File: src/rtl/scan_decoder14_pkg.sv
// Shared constants for the 14-segment scan decoder: glyph patterns,
// glyph codes and the capture FSM state type.
package scan_dec_pkg;

   localparam int NUM_DIGITS = 12;
   localparam logic [3:0] LAST_POS = 4'd11;

   localparam logic [13:0] GLYPH_SPACE = 14'b00000000000000;
   localparam logic [13:0] GLYPH_A     = 14'b11101111000000;
   localparam logic [13:0] GLYPH_E     = 14'b10011110000000;
   localparam logic [13:0] GLYPH_I     = 14'b10010000010010;
   localparam logic [13:0] GLYPH_L     = 14'b00011100000000;
   localparam logic [13:0] GLYPH_O     = 14'b11111100000000;
   localparam logic [13:0] GLYPH_R     = 14'b11001111000100;
   localparam logic [13:0] GLYPH_S     = 14'b10110111000000;

   localparam logic [5:0] CODE_SPACE   = 6'd0;
   localparam logic [5:0] CODE_A       = 6'd1;
   localparam logic [5:0] CODE_E       = 6'd5;
   localparam logic [5:0] CODE_I       = 6'd9;
   localparam logic [5:0] CODE_L       = 6'd12;
   localparam logic [5:0] CODE_O       = 6'd15;
   localparam logic [5:0] CODE_R       = 6'd18;
   localparam logic [5:0] CODE_S       = 6'd19;
   localparam logic [5:0] CODE_UNKNOWN = 6'h3F;

   typedef enum logic [1:0] {
      HUNT    = 2'd0,
      CAPTURE = 2'd1,
      EMIT    = 2'd2
   } state_t;

endpackage

File: src/rtl/scan_decoder14_if.sv
// Scan-side inputs, character output handshake and status pulses of the
// scan decoder; master drives the scan, slave is the decoder.
interface scan_decoder14_if;
   logic [11:0] sel;
   logic [13:0] segm;
   logic        out_ready;
   logic        out_valid;
   logic [5:0]  out_char;
   logic [3:0]  out_pos;
   logic        frame_done;
   logic        err_sel;
   logic        err_seq;
   logic        err_glyph;

   modport master (
      output sel, segm, out_ready,
      input  out_valid, out_char, out_pos, frame_done, err_sel, err_seq, err_glyph
   );

   modport slave (
      input  sel, segm, out_ready,
      output out_valid, out_char, out_pos, frame_done, err_sel, err_seq, err_glyph
   );
endinterface

File: src/rtl/scan_glyph_lut.sv
// Combinational 14-segment pattern to glyph code map; unknown patterns
// return CODE_UNKNOWN with known low.
module scan_glyph_lut
   import scan_dec_pkg::*;
(
   input  logic [13:0] segm,
   output logic [5:0]  code,
   output logic        known
);

   always_comb begin
      code  = CODE_UNKNOWN;
      known = 1'b1;
      case (segm)
         GLYPH_SPACE: code = CODE_SPACE;
         GLYPH_A:     code = CODE_A;
         GLYPH_E:     code = CODE_E;
         GLYPH_I:     code = CODE_I;
         GLYPH_L:     code = CODE_L;
         GLYPH_O:     code = CODE_O;
         GLYPH_R:     code = CODE_R;
         GLYPH_S:     code = CODE_S;
         default:     known = 1'b0;
      endcase
   end

endmodule

File: src/rtl/scan_decoder14.sv
// Captures one 12-digit frame from a multiplexed 14-segment scan and emits it
// as glyph codes over a valid/ready stream. Option: SCAN_DEC_GLYPH_ERR_EN.
//
// state   | meaning
// HUNT    | waiting for digit position 0 to start a frame
// CAPTURE | storing digits in order, watching for skips and stalls
// EMIT    | streaming buffer[0..11] to the consumer, scan inputs ignored
module scan_decoder14
   import scan_dec_pkg::*;
#(
   parameter int STALL_MAX = 16
) (
   input logic             clk,
   input logic             rst_n,
   scan_decoder14_if.slave bus
);

   localparam int CW = $clog2(STALL_MAX + 1);
   localparam logic [CW-1:0] STALL_LIM = CW'(STALL_MAX);

   state_t          state, state_nxt;
   logic [11:0]     sel_q;
   logic [13:0]     segm_q;
   logic [5:0]      buf_q   [NUM_DIGITS];
   logic [5:0]      buf_nxt [NUM_DIGITS];
   logic [3:0]      exp_q, exp_nxt, k_q, k_nxt;
   logic [CW-1:0]   stall_q, stall_nxt, stall_inc;
   logic            fd_q, fd_nxt, esel_q, esel_nxt, eseq_q, eseq_nxt, egl_q, egl_nxt;
   logic [5:0]      code;
   logic            known, glyph_bad, multi, hit;
   logic [3:0]      pos;

   scan_glyph_lut u_lut (.segm(segm_q), .code(code), .known(known));

`ifdef SCAN_DEC_GLYPH_ERR_EN
   assign glyph_bad = ~known;
`else
   assign glyph_bad = 1'b0 & ~known;
`endif

   always_comb begin
      pos = 4'd0;
      for (int i = 0; i < NUM_DIGITS; i++)
         if (sel_q[i]) pos = 4'(i);
   end

   assign multi     = |(sel_q & (sel_q - 12'd1));
   assign hit       = (|sel_q) & ~multi;
   assign stall_inc = (stall_q == STALL_LIM) ? stall_q : stall_q + 1'b1;

   always_comb begin
      state_nxt = state;
      buf_nxt   = buf_q;
      exp_nxt   = exp_q;
      k_nxt     = k_q;
      stall_nxt = stall_q;
      fd_nxt    = 1'b0;
      esel_nxt  = 1'b0;
      eseq_nxt  = 1'b0;
      egl_nxt   = 1'b0;
      case (state)
         HUNT: begin
            stall_nxt = '0;
            if (multi) begin
               esel_nxt = 1'b1;
            end else if (hit && pos == 4'd0) begin
               if (glyph_bad) begin
                  egl_nxt = 1'b1;
               end else begin
                  buf_nxt[0] = code;
                  exp_nxt    = 4'd1;
                  state_nxt  = CAPTURE;
               end
            end
         end
         CAPTURE: begin
            if (multi) begin
               esel_nxt  = 1'b1;
               state_nxt = HUNT;
               exp_nxt   = '0;
               stall_nxt = '0;
            end else if (hit && (pos == exp_q || pos == 4'd0 || pos == exp_q - 4'd1)) begin
               if (glyph_bad) begin
                  egl_nxt   = 1'b1;
                  state_nxt = HUNT;
                  exp_nxt   = '0;
                  stall_nxt = '0;
               end else if (pos == exp_q) begin
                  buf_nxt[pos] = code;
                  stall_nxt    = '0;
                  if (exp_q == LAST_POS) begin
                     state_nxt = EMIT;
                     exp_nxt   = '0;
                     k_nxt     = '0;
                  end else begin
                     exp_nxt = exp_q + 4'd1;
                  end
               end else if (pos == 4'd0) begin
                  buf_nxt[0] = code;
                  exp_nxt    = 4'd1;
                  stall_nxt  = '0;
               end else begin
                  // held digit: refresh the entry but it does not count as progress
                  buf_nxt[pos] = code;
                  stall_nxt    = stall_inc;
               end
            end else if (hit) begin
               eseq_nxt  = 1'b1;
               state_nxt = HUNT;
               exp_nxt   = '0;
               stall_nxt = '0;
            end else begin
               stall_nxt = stall_inc;
            end
            if (state_nxt == CAPTURE && stall_nxt == STALL_LIM) begin
               eseq_nxt  = 1'b1;
               state_nxt = HUNT;
               exp_nxt   = '0;
               stall_nxt = '0;
            end
         end
         EMIT: begin
            if (bus.out_ready) begin
               if (k_q == LAST_POS) begin
                  fd_nxt    = 1'b1;
                  state_nxt = HUNT;
                  k_nxt     = '0;
               end else begin
                  k_nxt = k_q + 4'd1;
               end
            end
         end
         default: state_nxt = HUNT;
      endcase
   end

   always_ff @(posedge clk) begin
      if (!rst_n) begin
         state   <= HUNT;
         sel_q   <= '0;
         segm_q  <= '0;
         exp_q   <= '0;
         k_q     <= '0;
         stall_q <= '0;
         fd_q    <= 1'b0;
         esel_q  <= 1'b0;
         eseq_q  <= 1'b0;
         egl_q   <= 1'b0;
         for (int i = 0; i < NUM_DIGITS; i++) buf_q[i] <= '0;
      end else begin
         state   <= state_nxt;
         sel_q   <= bus.sel;
         segm_q  <= bus.segm;
         exp_q   <= exp_nxt;
         k_q     <= k_nxt;
         stall_q <= stall_nxt;
         fd_q    <= fd_nxt;
         esel_q  <= esel_nxt;
         eseq_q  <= eseq_nxt;
         egl_q   <= egl_nxt;
         buf_q   <= buf_nxt;
      end
   end

   assign bus.out_valid  = (state == EMIT);
   assign bus.out_char   = (state == EMIT) ? buf_q[k_q] : 6'd0;
   assign bus.out_pos    = (state == EMIT) ? k_q : 4'd0;
   assign bus.frame_done = fd_q;
   assign bus.err_sel    = esel_q;
   assign bus.err_seq    = eseq_q;
   assign bus.err_glyph  = egl_q;

endmodule

File: src/flat_wrapper.sv
// flat-port wrapper written by rule: the top's interface ports become plain ports
module scan_decoder14_flat import scan_dec_pkg::*;
#(
   parameter int STALL_MAX = 16
)
  (clk, rst_n, bus_sel, bus_segm, bus_out_ready, bus_out_valid, bus_out_char, bus_out_pos, bus_frame_done, bus_err_sel, bus_err_seq, bus_err_glyph);
  scan_decoder14_if bus_i ();
  input logic clk;
  input logic rst_n;
  input wire logic [$bits(bus_i.sel)-1:0] bus_sel;
  input wire logic [$bits(bus_i.segm)-1:0] bus_segm;
  input wire logic [$bits(bus_i.out_ready)-1:0] bus_out_ready;
  output wire logic [$bits(bus_i.out_valid)-1:0] bus_out_valid;
  output wire logic [$bits(bus_i.out_char)-1:0] bus_out_char;
  output wire logic [$bits(bus_i.out_pos)-1:0] bus_out_pos;
  output wire logic [$bits(bus_i.frame_done)-1:0] bus_frame_done;
  output wire logic [$bits(bus_i.err_sel)-1:0] bus_err_sel;
  output wire logic [$bits(bus_i.err_seq)-1:0] bus_err_seq;
  output wire logic [$bits(bus_i.err_glyph)-1:0] bus_err_glyph;
  assign bus_i.sel = bus_sel;
  assign bus_i.segm = bus_segm;
  assign bus_i.out_ready = bus_out_ready;
  assign bus_out_valid = bus_i.out_valid;
  assign bus_out_char = bus_i.out_char;
  assign bus_out_pos = bus_i.out_pos;
  assign bus_frame_done = bus_i.frame_done;
  assign bus_err_sel = bus_i.err_sel;
  assign bus_err_seq = bus_i.err_seq;
  assign bus_err_glyph = bus_i.err_glyph;
  scan_decoder14 #(.STALL_MAX(STALL_MAX)) u_core (.clk(clk), .rst_n(rst_n), .bus(bus_i));
endmodule
File: config.mk
export PLATFORM = sky130hd
export DESIGN_NAME = scan_decoder14_flat
export DESIGN_NICKNAME = d
export VERILOG_FILES = /design/src/rtl/scan_decoder14_pkg.sv /design/src/rtl/scan_decoder14_if.sv /design/src/rtl/scan_glyph_lut.sv /design/src/rtl/scan_decoder14.sv /design/src/flat_wrapper.sv
export SDC_FILE = /design/constraint.sdc
export NUM_CORES = 1
export LEC_CHECK = 0
export ABC_CLOCK_PERIOD_IN_PS = 3560
export CORE_MARGIN = 5
export CORE_UTILIZATION = 59
export DETAILED_ROUTE_END_ITERATION = 10
export PLACE_DENSITY_LB_ADDON = 0.08
export SLEW_MARGIN = 20
export SYNTH_ARGS = -nofsm -noshare
export SYNTH_HDL_FRONTEND = slang
export SYNTH_HIERARCHICAL = 1
export SYNTH_SLANG_ARGS = --single-unit
File: constraint.sdc
create_clock -name clk -period 3.56 [get_ports clk]
set_input_delay 0.712 -clock clk [delete_from_list [all_inputs] [get_ports clk]]
set_output_delay 0.712 -clock clk [all_outputs]
set_load 0.05 [all_outputs]
==> flow_results.org <==
** Logic synthesis
- The number of nets in the synthesized netlist is 664.
- After synthesis the cells add up to ~6000 µm².
- The cell count after synthesis came out at 630.
- Synth Warn # :: 6
- After synthesis, the mean cell area works out to 9.46 µm².

** Setup path
- The kind of cell with the highest combined delay along the critical path is buffers and inverters.
- Crit-path slowest cell :: clkdlybuf4s50_1
- Worst Setup End Kind :: output pin
- Required arrival time at the worst endpoint :: ~2.9 ns
- Sum of buffers and inverters on the critical path :: 2
- Logic depth of the worst path, buffers included :: 4
- In this design, the stage delay of the slowest critical-path cell is 0.81 ns.
- Worst Path Class, Setup :: reg -> out
- Data arrives at the worst endpoint at between 2 and 3 ns.
- Along the worst path, the maximum fanout reaches 10.
- The critical path goes through nand2b_1 > inv_1 > and2_1 > clkdlybuf4s50_1.
- Number of cells on the worst reg-to-reg path :: 9
- Kind of start point of the critical path :: flip-flop

** Timing
- Final worst clock skew :: 0.0128 ns
- Dividing the final minimum period by the clock period gives 0.926.
- For the finished layout, the period the worst path requires is around 3.3 ns.
- Based on the critical path, the design can be clocked at up to around 300 MHz.
- Transition time of the tightest slew-check pin :: 0.904 ns
- Setup repair after global routing missed its margin :: false
- Hold timing on the final database bottoms out at a slack of ~0.46 ns.
- Slew margin rel. :: 0.397
- Adding up every negative setup slack in the final design gives 0 ns.
- The count of final hold-check violations came to 0.
- Setup Viol. Count Final :: 0
- The number of pins with negative max-slew slack in the final report is 0.
- Worst Setup Slack, final :: 0.263 ns

** Die
- The die is roughly 110 µm tall.
- Number of rows in the core area :: 36
- Core footprint :: 9820 µm²
- Die X-Extent :: approximately 110 µm
- The floorplan step defined a die boundary enclosing approximately 12000 µm².
- Initial core utilization :: 0.607
- Number of top-level pins :: 44

** Layout
- Area Growth Syn to Fin :: 18.9%
- Of the cells placed in the final design, the portion with a size suffix greater than 1 is 0.141.
- The number of antenna diodes in the final layout is 0.
- Most common library cell in the layout ignoring fill and taps :: dfxtp_1
- Measured on the finished design, the core utilization comes to 0.722.
- Count of placed standard cells in the final layout, fillers left out :: just over 800
- Post-route cell area :: about 7000 µm²
- The library cells used most frequently in the layout, excluding fill and tap cells, are 116 x dfxtp_1, 85 x nand2_1, 80 x mux2i_1.
- The final layout contains between 700 and 800 nets.

** Min path
- In this run the worst hold path is classified as reg -> reg.
- Hold Path Cell Cnt :: 2

** Global routing
- Residual overflow from global routing :: 0
- Number of antenna violations at the first check in global routing :: 0
- Aggregate global-route resource usage :: 0.236
- Number of global-route vias before repair :: about 5000
- Wire length of the first global-routing pass :: about 24 mm
- Pin count of the biggest net entering global routing :: between 60 and 70

** Clocking
- Hold Buf Count CTS :: 0
- Counting the buffers created by CTS gives 17.
- Counting along the longest clock path gives a buffer depth of 2.
- CTS root buffer :: clkbuf_8
- Maximum level of the CTS H-tree :: 4
- The later pin in the worst-skew pair is clocked with a latency of a little over 0.5 ns.
- Clock tree from TritonCTS :: built
- Clock-pin transition on the worst setup and hold timing paths :: approximately 0.06 ns
- Number of gates given a new drive strength after cts :: 0
- Number of clock sinks :: 116
- Once the clock tree was built, the setup fixing pass inserted 0 buffers.

** Placement
- Final weighted congestion in routability-driven placement :: a little under 0.9
- Summed over all nets, the half-perimeter wirelength after detailed placement is slightly below 10 mm.
- IO Port Bufs :: 42
- The placed instances occupy a cell area of approximately 6500 µm².
- Cell count after placement :: slightly below 800
- Timing analysis after detailed placement gives a worst setup slack of 0.363 ns.

** Drt
- Once detail routing completed, the nets flagged for antenna violations numbered 0.
- Number of search-and-repair iterations in the first detailed-routing pass :: 5
- Post-Route WL :: ~14 mm
- In the routed layout, each cell is associated on average with a via count of roughly 5.9.
- In this run, the number of DRC markers left after iteration 0 of detailed routing was around 290.
- Routed wirelength normalized by instance count :: around 17 µm
- For this run, design rule violations remaining after detail routing come to 0.
- Across all layers, the routed design uses between 4000 and 5000 vias.

** Pwr
- VDD IR-drop max :: roughly 0.0004 V
- Pleak :: 2.56 nW
- The completed layout was analyzed and its total power is roughly 3.2 mW.
- Power spread over the standard cell area amounts to roughly 450 nW/µm².

** Job
- Across the run, the number of max-cap violations was 0.

** Status
- The flow ran to the end, and the final reports show no timing, DRC or antenna violations.
power breakdown:
part           internal [mW]  leakage, nW  switching, mW
clock                   1.04        0.274          0.573
combinational         0.0920         1.34          0.125
sequential              1.32        0.942         0.0250
worst register-to-register path, stage by stage (launching register included):
cell,delay (ns)
dfxtp_1,0.34
nor4_2,0.52
a31oi_1,0.15
o21ai_0,0.27
o211ai_1,0.32
nor2_1,0.24
and2_1,0.22
nand2_4,0.14
or4_1,0.73
mux2i_1,0.21
routing by layer:
layer  track usage  vias to the layer above  part of all wire
li1              -                     2345                 -
met1         0.284                     2362              0.43
met2         0.412                      147              0.51
met3        0.0520                       24             0.045
met4        0.0870                        0             0.020
met5             0                        -                 0
final cells by class:
class	instances	area (µm²)
Sequential cell	116	2320
Multi-Input combinational cell	475	3470
Tap cell	133	166
Inverter	11	42.5
Clock buffer	23	467
Timing Repair Buffer	56	518
Fill cell	779	2730
Clock inverter	8	98.8
worst paths after layout:
path	start	to	slack (ns)
setup / recovery	u_core/state[1]$_SDFFE_PN0P_	bus_out_pos[1]	0.26
hold reg to reg	flip-flop	flip-flop	0.46
hold / removal	flip-flop	flip-flop	0.46
setup reg to reg	u_core/sel_q[1]$_SDFF_PN0_	flip-flop	0.30
No activity file was read; power rests on OpenSTA's default activity.
